==> src/rtl/alu_operand_stage.sv <==
// Purpose : operand-select and forwarding stage between decode and execute; resolves
//           rs1/rs2 against in-flight producers and stalls on load-use hazards.
// Latency : 1 cycle from capture (in_valid && in_ready) to out_valid; full throughput.
// Backpr. : holds registered outputs while out_valid && !out_ready; in_ready drops on
//           a hazard, a held output or reset.
//
// Ports:
//   clk, reset (sync, active-high), flush (kills held output and the input beat)
//   in_valid/in_ready + opcode, funct3, rs1, rs2, rs1_data, rs2_data, pc, imm12, u_imm20
//   fwd_valid/fwd_busy/fwd_rd/fwd_data : NUM_FWD producers, index 0 youngest
//   out_valid/out_ready + data0, data1, store_data, out_opcode, out_funct3
//   stall_cycles : only when ALU_OPERAND_STALL_CNT_EN is defined; saturating count of
//                  cycles with in_valid && hazard && !flush, cleared by reset only.
module alu_operand_stage #(
    parameter int XLEN    = 32,
    parameter int NUM_FWD = 2
) (
    input  logic                    clk,
    input  logic                    reset,
    input  logic                    flush,
    input  logic                    in_valid,
    output logic                    in_ready,
    input  logic [6:0]              opcode,
    input  logic [2:0]              funct3,
    input  logic [4:0]              rs1,
    input  logic [4:0]              rs2,
    input  logic [XLEN-1:0]         rs1_data,
    input  logic [XLEN-1:0]         rs2_data,
    input  logic [XLEN-1:0]         pc,
    input  logic [11:0]             imm12,
    input  logic [19:0]             u_imm20,
    input  logic [NUM_FWD-1:0]      fwd_valid,
    input  logic [NUM_FWD-1:0]      fwd_busy,
    input  logic [5*NUM_FWD-1:0]    fwd_rd,
    input  logic [XLEN*NUM_FWD-1:0] fwd_data,
    output logic                    out_valid,
    input  logic                    out_ready,
    output logic [XLEN-1:0]         data0,
    output logic [XLEN-1:0]         data1,
    output logic [XLEN-1:0]         store_data,
    output logic [6:0]              out_opcode,
    output logic [2:0]              out_funct3
`ifdef ALU_OPERAND_STALL_CNT_EN
    ,
    output logic [31:0]             stall_cycles
`endif
);

    localparam logic [6:0] OP_IMM = 7'b0010011;
    localparam logic [6:0] OP     = 7'b0110011;
    localparam logic [6:0] LOAD   = 7'b0000011;
    localparam logic [6:0] STORE  = 7'b0100011;
    localparam logic [6:0] AUIPC  = 7'b0010111;
    localparam logic [6:0] LUI    = 7'b0110111;
    localparam int         SHW    = $clog2(XLEN);

    typedef struct packed {
        logic            busy;
        logic [XLEN-1:0] val;
    } src_t;

    // Walk oldest to youngest so the youngest matching producer overwrites the result.
    // A busy match still wins priority; its busy flag is what raises the hazard.
    function automatic src_t resolve(
        input logic [4:0]              rs,
        input logic [XLEN-1:0]         rf,
        input logic [NUM_FWD-1:0]      fv,
        input logic [NUM_FWD-1:0]      fb,
        input logic [5*NUM_FWD-1:0]    frd,
        input logic [XLEN*NUM_FWD-1:0] fdat
    );
        src_t r;
        r.busy = 1'b0;
        r.val  = rf;
        for (int i = NUM_FWD - 1; i >= 0; i--) begin
            if (fv[i] && (frd[i*5 +: 5] == rs)) begin
                r.busy = fb[i];
                r.val  = fdat[i*XLEN +: XLEN];
            end
        end
        if (rs == 5'd0) begin
            r.busy = 1'b0;
            r.val  = '0;
        end
        return r;
    endfunction

    src_t            src1, src2;
    logic            rs1_used, rs2_used, hazard, capture;
    logic [XLEN-1:0] imm, uimm, shamt;
    logic [XLEN-1:0] data0_d, data1_d;

    logic            out_valid_q;
    logic [XLEN-1:0] data0_q, data1_q, store_q;
    logic [6:0]      opcode_q;
    logic [2:0]      funct3_q;

    always_comb begin
        src1     = resolve(rs1, rs1_data, fwd_valid, fwd_busy, fwd_rd, fwd_data);
        src2     = resolve(rs2, rs2_data, fwd_valid, fwd_busy, fwd_rd, fwd_data);
        rs1_used = (opcode == OP_IMM) || (opcode == OP) || (opcode == LOAD) || (opcode == STORE);
        rs2_used = (opcode == OP) || (opcode == STORE);
        hazard   = (rs1_used && src1.busy) || (rs2_used && src2.busy);
        in_ready = !hazard && (!out_valid_q || out_ready) && !reset;
        capture  = in_valid && in_ready;
    end

    always_comb begin
        imm   = XLEN'($signed(imm12));
        uimm  = XLEN'($signed({u_imm20, 12'b0}));
        shamt = XLEN'(imm12[SHW-1:0]);

        data0_d = src1.val;
        if (opcode == AUIPC) begin
            data0_d = pc;
        end else if (opcode == LUI) begin
            data0_d = '0;
        end

        data1_d = src2.val;
        if ((opcode == LUI) || (opcode == AUIPC)) begin
            data1_d = uimm;
        end else if ((opcode == OP_IMM) && ((funct3 == 3'b001) || (funct3 == 3'b101))) begin
            data1_d = shamt;
        end else if ((opcode == OP_IMM) || (opcode == LOAD) || (opcode == STORE)) begin
            data1_d = imm;
        end
    end

    // Flush drops the held output and the incoming beat; reset additionally zeroes data.
    always_ff @(posedge clk) begin
        if (reset) begin
            out_valid_q <= 1'b0;
            data0_q     <= '0;
            data1_q     <= '0;
            store_q     <= '0;
            opcode_q    <= '0;
            funct3_q    <= '0;
        end else if (flush) begin
            out_valid_q <= 1'b0;
        end else if (capture) begin
            out_valid_q <= 1'b1;
            data0_q     <= data0_d;
            data1_q     <= data1_d;
            store_q     <= src2.val;
            opcode_q    <= opcode;
            funct3_q    <= funct3;
        end else if (out_ready) begin
            out_valid_q <= 1'b0;
        end
    end

    assign out_valid  = out_valid_q;
    assign data0      = data0_q;
    assign data1      = data1_q;
    assign store_data = store_q;
    assign out_opcode = opcode_q;
    assign out_funct3 = funct3_q;

`ifdef ALU_OPERAND_STALL_CNT_EN
    logic [31:0] stall_cnt_q;

    always_ff @(posedge clk) begin
        if (reset) begin
            stall_cnt_q <= '0;
        end else if (in_valid && hazard && !flush && (stall_cnt_q != 32'hFFFF_FFFF)) begin
            stall_cnt_q <= stall_cnt_q + 32'd1;
        end
    end

    assign stall_cycles = stall_cnt_q;
`endif

endmodule

==> config.mk <==
export PLATFORM = sky130hd
export DESIGN_NAME = alu_operand_stage
export DESIGN_NICKNAME = d
export VERILOG_FILES = /design/src/rtl/alu_operand_stage.sv
export SDC_FILE = /design/constraint.sdc
export NUM_CORES = 1
export LEC_CHECK = 0
export BUFFER_PORTS_ARGS = -buffer_cell sky130_fd_sc_hd__buf_2
export CAP_MARGIN = 20
export CORE_MARGIN = 3
export CORE_UTILIZATION = 25
export DETAILED_ROUTE_END_ITERATION = 6
export GPL_ROUTABILITY_DRIVEN = 0
export PLACE_DENSITY_LB_ADDON = 0.25
export SLEW_MARGIN = 20
export SYNTH_ARGS = -nofsm -noshare
export SYNTH_HDL_FRONTEND = slang
export SYNTH_SLANG_ARGS = --single-unit
export TNS_END_PERCENT = 1
==> constraint.sdc <==
create_clock -name clk -period 3.4 [get_ports clk]
set_input_delay 0.68 -clock clk [delete_from_list [all_inputs] [get_ports clk]]
set_output_delay 0.68 -clock clk [all_outputs]
set_load 0.02 [all_outputs]
# Word level (Yosys, flattened, before mapping)
# Cells that the tools add are included.
[totals]
register_bits = 107
wordCells = 60
inputBits = 231
n_memories = 0
rom_bits = 0
latchBits = 0
ram_bits = 0
[op_classes]
bitwise = 1
n_mul = 0
addsub = 0
shifts = 0
div = 0
eq_ne = 12
n_reduce_logical = 28
order_cmp = 0
muxes = 13
[op_table]
columns = ["operator", "count"]
rows = [
  ["33-bit 2-to-1 mux", 6],
  ["32-bit 2-to-1 mux", 5],
  ["7-bit by 6-bit == test with 1-bit output, second input constant", 3],
  ["5-bit == test", 4],
  ["7-bit by 5-bit == test with 1-bit output, second input constant", 2],
  ["1-bit logical AND", 10],
  ["5-bit logical NOT", 2],
  ["1-bit logical OR", 10],
  ["7-bit by 2-bit == test with 1-bit output, second input constant", 1],
  ["3-bit by 1-bit == test with 1-bit output, second input constant", 1],
  ["3-bit == test, second input constant", 1],
  ["1-bit logical NOT", 3],
  ["1-bit 2-to-1 mux", 2],
  ["2-bit AND reduction", 1],
  ["2-bit nonzero test", 1],
  ["2-bit OR reduction", 1],
  ["1-bit NOT", 1],
]

# Longest topological paths before layout
# Gate-level depths: netlist of run 1.
[logic_depth]
word_depth = 12
depth_mapped = 10

# Least setup slack after synthesis of run 1
# No wires, ideal clock.
[synth_path]
path_kind = "input to output"
start = "input port fwd_rd[1]"
end = "output port in_ready"
path_stages = 6
slack_ps = 695
arrival_time_ps = 2025
n_path_buf = 0
path_cell_list = "xor2_1 -> nor4_1 -> and3_1 -> mux2i_1 -> o22ai_1 -> nor2_1"
[synth_via]
elab_chain_len = 9
elab_cells_between_ends = 14
[synth_rtl]
columns = ["item", "line", "text"]
rows = [
  ["from (decl)", "34", "input logic [5*NUM_FWD-1:0] fwd_rd,"],
  ["5-bit == test", "76", "if (fv[i] && (frd[i*5 +: 5] == rs)) begin"],
  ["1-bit logical AND", "76", ""],
  ["33-bit 2-to-1 mux", "76", ""],
  ["33-bit 2-to-1 mux", "81", "if (rs == 5'd0) begin"],
  ["1-bit logical AND", "103", "hazard = (rs1_used && src1.busy) || (rs2_used && src2.busy);"],
  ["1-bit logical OR (*)", "103", ""],
  ["1-bit logical NOT (*)", "104", "in_ready = !hazard && (!out_valid_q || out_ready) && !reset;"],
  ["1-bit logical AND (*) (2 in a row)", "104", ""],
  ["to (decl)", "22", "output logic in_ready,"],
]
# Mark *: on every way between the ends. The rest lies on a longest branch, timed or not.

# Worst setup path after layout of run 1
# Same ends and word-level chain as after synthesis.

==> impl_metrics.yaml, run 1 <==
drt:
  ant_nets: 0
  post-route-drc-count: 1
  dr_total_vias: 7599
  routed_wl_mm: 32.2
  drtIter0Drc: 735
  vias_per_cell: 5.29
  wl_per_cell_um: 22.4
  dr.pass1.iters: 7
critical_path:
  cp_max_fo: 3
  crit_type: "input port to output port"
  startpoint_type: "input port"
  worstPathRequired_ns: 2.72
  end_kind: "output port"
  cp.arrival_ns: 2.40
floorplanning:
  pin_count: 339
  core_sq_mm: 0.0279
  dieArea_sq_mm: 0.0305
  initial_utilization_pct: 25.5
  die_h_um: 175
  rows: 61
  fp.dieW_um: 175
finish:
  nets: 1284
  final_area_sq_mm: 0.00952
  area.sequential_sq_mm: 0.00214
  syn2layout_area_growth_pct: 34.0
  nFillCells: 2971
  drive_gt1_share_pct: 55.5
  final-instance-count-excl-fill: 1437
  multi_input_area_sq_mm: 0.00454
  utilization_pct: 34.2
yosys:
  yosysWarningCount: 0
  ys_top_cells_by_area: "dfxtp_1 (30%), a211oi_2 (9.0%), a21oi_2 (6.2%)"
  synth_most_common_cell: "dfxtp_1"
  ys_seq_elements: 107
  syn_inst: 746
  yosys.area.top_type: "dfxtp_1"
  ys_seq_area_share_pct: 30.2
  synth_cell_type_count: 54
  synthFlopType: "dfxtp_1"
  synth-edff-count: 0
  syn_nets: 977
  syn-cell-area_sq_mm: 0.00710
  synth_top_area_share_pct: 30.2
  postSynthAreaPerCell_sq_um: 9.52
  ys_top_cells_by_count: "dfxtp_1 (107), nand2_1 (75), a211oi_2 (51), a21oi_1 (50), a21oi_2 (50)"
  synthArstFlopShare_pct: 0
grt:
  globalRouteOverflowTotal: 0
  antenna_found_initial: 1
  grt_pass1_wl_mm: 48.3
  use_met2_pct: 35.5
  grt_usage_pct: 20.5
  grt_pass1_vias: 7927
  grt_use_met1_pct: 25.1
  grt_max_degree: 47
  use_met3_pct: 5.44
  grt-busiest-layer: "met2"
clock_tree:
  hold_buffers: 0
  clockBufferDepth: 2
  htree_levels: 3
  cts_tree: "built"
  cts_resized: 0
  path_clk_slew_ns: 0.08
  clkSinkCount: 107
  cts-root-buf: "clkbuf_16"
  post_cts_buffers: 0
  numCtsBuffers: 9
  clk_latency_ns: 0.36
hold_path:
  min_path_type: "flip-flop to flip-flop"
place:
  dp.cells: 1420
  port_buffers: 338
  dp_slack_ns: 0.309
  postPlaceCellArea_sq_mm: 0.00923
  hpwlAfterDp_mm: 24.4
timing:
  setup_viol: 0
  post-route-min-period_ns: 3.08
  hold_viol: 0
  hold_ws_ns: 0.477
  min_period_over_period_pct: 90.7
  tightestPinTransition_ns: 1.05
  skew_ns: 0.00959
  grt_setup_unrepaired: "no"
  fin_tns_setup_ns: 0
  fin_ws_ns: 0.317
  maxSlewHeadroom_pct: 30.0
  report.final.slew_viol_count: 0
  fmax_ghz: 0.324
power:
  peakVddDrop_mv: 0.204
  power_density_mw_per_mm2: 341
  p_leak_nw: 4.17
  totalPowerFinal_mw: 3.24
outcome:
  status: "complete, but fails checks"
  failed_checks: "design-rule violations"
run:
  maxCapViolations: 0
metal layers:
layer	vias to the layer above	part of all wire, %
li1	3535	-
met1	3651	41
met2	368	49
met3	45	8.4
met4	0	2.1
met5	-	0
worst max-delay path, cell delays in order:
cell,delay (ns)
buf_2,0.11
xor2_1,0.16
nor4_1,0.31
and3_1,0.29
mux2i_1,0.21
buf_4,0.16
o22ai_1,0.11
nor2_1,0.17
buf_2,0.20
layout by cell type, fill, tap and decap left out, drive strengths merged, types with 2 or more instances in the layout:
cell type	instances
nor3	4
a222oi	32
a221oi	5
nand4	8
o211ai	30
clkinv	4
o41ai	20
a211oi	57
mux2	37
a31o	3
or2	2
nor3b	2
a221o	20
o31ai	5
a21oi	100
mux2i	24
nor2	19
dfxtp	107
xor2	9
nand2	76
and3	12
or4	2
o21ai	42
inv	5
and2	3
clkbuf	9
buf	378
a32o	5
xnor2	11
nand3	19
state kept, by name (all words and copies together) (netlist names):
signal and flops:
data0 32, data1 32, out_funct3 3, out_opcode 7
out_valid 1, store_data 32
path summary, 6_finish.rpt:
check                 from             to  slack (ns)  cells after the start
max              fwd_rd[1]       in_ready        0.32                      9
min          out_funct3[2]  out_funct3[2]        0.48                      2
max reg2reg      out_valid       data1[0]        1.63                      5
min reg2reg  out_funct3[2]  out_funct3[2]        0.48                      2
report_power, final:
part / internal (mW) / switching [mW] / leakage [nW]
clock: 0.513 / 0.552 / 0.143
sequential: 1.31 / 0.0375 / 0.872
combinational: 0.333 / 0.499 / 3.15
final cells by class:
class,count,share of cell area (%)
diodes,1,0.0263
clock buffers,9,2.37
clock inverters,7,0.644
inverters,2,0.0789
multi-input cells,555,47.7
flip-flops and latches,107,22.5
well taps,378,4.97
repair buffers,378,21.7
logic make-up (layout without fill, tap and decap cells):
| family | Yosys count | in the layout | synth area share, % |
|---|---|---|---|
| multiplexers | 61 | 61 | 9.43 |
| buffers and inverters | 84 | 396 | 6.80 |
| XOR/XNOR | 20 | 20 | 2.47 |
| flip-flops | 107 | 107 | 30.2 |
| AO/OA/AOI/OAI | 323 | 323 | 40.8 |
| AND/OR/NAND/NOR | 151 | 151 | 10.3 |
| other | 0 | 1 | 0 |
Power figures use the tool's default switching activity.
==> inputs of run 2 (changes only) <==
--- a/config.mk
+++ b/config.mk
@@ -7,11 +7,13 @@
 export LEC_CHECK = 0
 export BUFFER_PORTS_ARGS = -buffer_cell sky130_fd_sc_hd__buf_2
 export CAP_MARGIN = 20
+export CORE_ASPECT_RATIO = 0.6
 export CORE_MARGIN = 3
 export CORE_UTILIZATION = 25
 export DETAILED_ROUTE_END_ITERATION = 6
 export GPL_ROUTABILITY_DRIVEN = 0
 export PLACE_DENSITY_LB_ADDON = 0.25
+export REMOVE_ABC_BUFFERS = 1
 export SLEW_MARGIN = 20
 export SYNTH_ARGS = -nofsm -noshare
 export SYNTH_HDL_FRONTEND = slang
==> run 2 against run 1 <==
Effect of this change:
- the flow still finishes with violations (design-rule violations)
- utilization grew 0.13 points
- worst hold slack gained 0.0044 ns
- routed wire length grew 4.0%
- via count grew 2.0%
- clock skew is essentially flat
- fmax shrank 2.7%
- total power grew 3.9%
- non-clock buffer count shrank 3
- clock-buffer cell count is the same
- sequential power is essentially flat
- die area grew 0.22%
- cell area is essentially flat
- critical endpoint unchanged
- largest cell class unchanged
==> impl_metrics.yaml, run 2 (same netlist as run 1, synthesis figures left out) <==
finish:
  multi_input_area_sq_mm: 0.00454
  drive_gt1_share_pct: 55.4
  nFillCells: 2904
  layout_commonest_cell: "buf_2"
  layout_common_cells: "buf_2 (337), dfxtp_1 (107), nand2_1 (74)"
  utilization_pct: 34.3
  syn2layout_area_growth_pct: 34.1
  area.sequential_sq_mm: 0.00214
  final_area_sq_mm: 0.00952
  nets: 1281
critical_path:
  path_depth: 8
  worstPathRequired_ns: 2.72
  cp_cell_sequence: "buf_2, xor2_1, nor4_1, and3_1, mux2i_1, o22ai_1, nor2_1, buf_2"
  cpPeakStageDelay_ns: 0.51
  crit_type: "input port to output port"
  worstRegToRegCells: 5
  crit_path_top_delay_cell: "mux2i_1"
  cp_max_fo: 3
  critPathTopFamily: "simple AND/OR/NAND/NOR gates"
  cp.arrival_ns: 2.49
  startpoint_type: "input port"
  critical_path_buf_inv_count: 2
  crit_top_cell: "buf_2"
  end_kind: "output port"
grt:
  grt_pass1_vias: 7642
  grt-busiest-layer: "met2"
  use_met2_pct: 34.1
  grt_use_met1_pct: 28.4
  grt_pass1_wl_mm: 48.5
  globalRouteOverflowTotal: 0
  grt_usage_pct: 21.1
  grt_max_degree: 68
  antenna_found_initial: 4
  use_met3_pct: 6.07
timing:
  fin_ws_ns: 0.231
  skew_ns: 0.00966
  hold_viol: 0
  min_period_over_period_pct: 93.2
  report.final.slew_viol_count: 0
  fmax_ghz: 0.316
  post-route-min-period_ns: 3.17
  maxSlewHeadroom_pct: 44.8
  tightestPinTransition_ns: 0.823
  grt_setup_unrepaired: "no"
  setup_viol: 0
run:
  maxCapViolations: 0
power:
  p_clk_share_pct: 35.5
  pwr-share-comb_pct: 24.5
  peakVddDrop_mv: 0.220
  totalPowerFinal_mw: 3.37
  power_density_mw_per_mm2: 354
  switching_share_pct: 32.0
  pwr-share-seq_pct: 40.0
  p_leak_nw: 4.17
  internal-power_mw: 2.29
  p_sw_mw: 1.08
place:
  port_buffers: 338
  hpwlAfterDp_mm: 24.6
  dp_slack_ns: 0.156
  postPlaceCellArea_sq_mm: 0.00919
floorplanning:
  initial_utilization_pct: 25.6
  pin_count: 339
  rows: 47
  core_sq_mm: 0.0278
  die_h_um: 137
  fp.dieW_um: 224
  dieArea_sq_mm: 0.0305
drt:
  drtIter0Drc: 670
  dr_total_vias: 7752
  routed_wl_mm: 33.5
  vias_per_cell: 5.45
  post-route-drc-count: 6
  ant_nets: 0
  wl_per_cell_um: 23.5
  dr.pass1.iters: 7
clock_tree:
  cts_resized: 0
  clk_latency_ns: 0.36
  post_cts_buffers: 0
  numCtsBuffers: 9
  cts-root-buf: "clkbuf_16"
  hold_buffers: 0
  path_clk_slew_ns: 0.08
  cts_tree: "built"
  htree_levels: 3
  clockBufferDepth: 2
  clkSinkCount: 107
outcome:
  status: "complete, but fails checks"
  failed_checks: "design-rule violations"
hold_path:
  min_path_type: "flip-flop to flip-flop"
  holdPathStages: 2
[run 2: layout make-up]
type	count	area share (%)
Tap cell	367	4.82
Sequential cell	107	22.5
Antenna cell	1	0.0263
Clock buffer	9	2.37
Timing Repair Buffer	375	21.5
Clock inverter	7	1.04
Multi-Input combinational cell	555	47.7
Inverter	2	0.0789
[run 2: power groups by stage]
stage               clock network (mW)  logic (mW)  registers [mW]
finish                            1.20       0.826            1.35
CTS                               1.24       0.829            1.35
detailed placement                   0       0.827            1.38
global route                      1.27       0.891            1.35
floorplan                            0       0.352            1.44
global placement                     0       0.821            1.37
[run 2: through the flow]
step | instances | setup TNS [ns] | hold WS [ns]
after floorplan | 664 | -102.79 | 0.547
after global routing | 1422 | 0 | 0.502
final | 1423 | 0 | 0.482
after CTS | 1422 | 0 | 0.480
after detailed placement | 1406 | 0 | 0.467
after global placement | 1406 | 0 | 0.458
[run 2: worst register-to-register path: stages (launching register included)]
cell and delay [ns]:
dfxtp_1 0.32, nand2b_1 0.14, and2_4 0.20, buf_4 0.64, a21oi_1 0.18, a211oi_1 0.23
[run 2: final timing paths]
kind	startpoint	to	slack [ns]
worst min register to register	out_funct3[1]	out_funct3[1]	0.48
worst max register to register	out_valid	data1[12]	1.61
worst max-delay path	rs1[1]	in_ready	0.23
worst min-delay path	out_funct3[1]	out_funct3[1]	0.48
[run 2: routing by layer]
metal  vias to the layer above  wire (um)
met4                         4        346
met2                       377      15100
met1                      3803      14800
met3                        26       3230
met5                         -         21
li1                       3542          -
==> inputs of run 3 (changes only) <==
--- a/config.mk
+++ b/config.mk
@@ -10,6 +10,7 @@
 export CORE_ASPECT_RATIO = 0.6
 export CORE_MARGIN = 3
 export CORE_UTILIZATION = 25
+export CTS_BUF_LIST = sky130_fd_sc_hd__clkbuf_2 sky130_fd_sc_hd__clkbuf_4 sky130_fd_sc_hd__clkbuf_8
 export DETAILED_ROUTE_END_ITERATION = 6
 export GPL_ROUTABILITY_DRIVEN = 0
 export PLACE_DENSITY_LB_ADDON = 0.25
==> run 3 against run 2 <==
Effect of this change:
- clock skew is 0.00094 ns lower
- fmax hardly changed
- via count is 0.80% higher
- clock-buffer cell count stayed put
- worst hold slack better by 0.0041 ns
- critical path depth stayed put
- cell area is 1.1% lower
- total power is 7.7% lower
- non-clock buffer count stayed put
- setup slack better by 0.0013 ns
- the run now ends clean
==> impl_metrics.yaml, run 3 (same netlist as run 1, synthesis figures left out) <==
finish:
  layout_common_cells: "buf_2 (337), dfxtp_1 (107), nand2_1 (74)"
  syn2layout_area_growth_pct: 32.6
  layout_commonest_cell: "buf_2"
  utilization_pct: 33.9
  nFillCells: 2912
  final-instance-count-excl-fill: 1423
  multi_input_area_sq_mm: 0.00454
  nets: 1281
  area.sequential_sq_mm: 0.00214
  drive_gt1_share_pct: 55.4
critical_path:
  cpPeakStageDelay_ns: 0.51
  critPathTopFamily: "simple AND/OR/NAND/NOR gates"
  cp_cell_sequence: "buf_2, xor2_1, nor4_1, and3_1, mux2i_1, o22ai_1, nor2_1, buf_2"
  crit_top_cell: "buf_2"
  startpoint_type: "input port"
  critical_path_buf_inv_count: 2
  crit_path_top_delay_cell: "mux2i_1"
  r2r_start: "out_valid"
  worstPathRequired_ns: 2.72
  cp_max_fo: 3
  crit_start: "rs1[1]"
  cp.arrival_ns: 2.49
  end_kind: "output port"
  crit_type: "input port to output port"
grt:
  grt_pass1_wl_mm: 48.6
  antenna_found_initial: 4
  grt_use_met1_pct: 28.4
  grt_max_degree: 68
  globalRouteOverflowTotal: 0
  grt_pass1_vias: 7636
  use_met2_pct: 34.1
  use_met3_pct: 6.26
  grt-busiest-layer: "met2"
  grt_usage_pct: 21.2
floorplanning:
  die_h_um: 137
  initial_utilization_pct: 25.6
  dieArea_sq_mm: 0.0305
  pin_count: 339
  core_sq_mm: 0.0278
  rows: 47
  fp.dieW_um: 224
clock_tree:
  clockBufferDepth: 2
  htree_levels: 3
  cts_resized: 0
  path_clk_slew_ns: 0.11
  cts_tree: "built"
  numCtsBuffers: 9
  clkSinkCount: 107
  hold_buffers: 0
  clk_latency_ns: 0.40
  cts-root-buf: "clkbuf_8"
  post_cts_buffers: 0
timing:
  min_period_over_period_pct: 93.2
  post-route-min-period_ns: 3.17
  hold_viol: 0
  maxSlewHeadroom_pct: 44.3
  grt_setup_unrepaired: "no"
  skew_ns: 0.00872
  fmax_ghz: 0.316
  report.final.slew_viol_count: 0
  hold_ws_ns: 0.486
  setup_viol: 0
  tightestPinTransition_ns: 0.831
drt:
  vias_per_cell: 5.49
  post-route-drc-count: 0
  wl_per_cell_um: 23.6
  dr_total_vias: 7814
  dr.pass1.iters: 7
  drtIter0Drc: 806
  routed_wl_mm: 33.6
  ant_nets: 0
power:
  totalPowerFinal_mw: 3.11
  p_leak_nw: 4.12
  peakVddDrop_mv: 0.212
  power_density_mw_per_mm2: 330
outcome:
  status: "finished clean"
run:
  maxCapViolations: 0
place:
  dp.cells: 1406
  port_buffers: 338
  hpwlAfterDp_mm: 24.6
hold_path:
  hp-start: "out_funct3[1]"
  min_path_type: "flip-flop to flip-flop"
run 3: cell counts in the layout (fill, tap and decap cells not counted):
Identical to the previous run, type by type.
run 3: report_power, final:
group	total, mW	internal [mW]	leakage (nW)	switching (mW)
Sequential	1.35	1.31	0.872	0.0373
Clock	0.936	0.421	0.110	0.515
Combinational	0.827	0.328	3.14	0.499
run 3: worst paths after layout:
kind | end | slack (ns) | depth (start not counted)
worst max-delay path | in_ready | 0.23 | 8
worst min-delay path | out_funct3[1] | 0.49 | 2
worst min register to register | out_funct3[1] | 0.49 | 2
worst max register to register | data1[12] | 1.62 | 5
run 3: through the flow:
step / worst slack, ns / setup TNS [ns] / area [sq um]
finish: 0.232 / 0 / 9420
global route: 0.0711 / 0 / 9420
CTS: 0.258 / 0 / 9420
detailed placement: 0.156 / 0 / 9190
global placement: 0.270 / 0 / 9190
floorplan: -1.27 / -102.79 / 6630
run 3: routing by layer:
metal | vias to the layer above | share of wire, %
li1 | 3536 | -
met3 | 25 | 9.5
met5 | - | 0.063
met2 | 402 | 45
met4 | 4 | 1.1
met1 | 3847 | 44
run 3: final cells by class:
class                   count  area share (%)
diodes                      1          0.0266
clock buffers               9            1.32
clock inverters             7            1.05
inverters                   2          0.0797
multi-input cells         555            48.2
flip-flops and latches    107            22.7
well taps                 367            4.88
repair buffers            375            21.7
run 3: worst register-to-register path, stage by stage, from the launching register on:
cell and delay [ns]:
dfxtp_1 0.33, nand2b_1 0.14, and2_4 0.20, buf_4 0.64, a21oi_1 0.17, a211oi_1 0.23
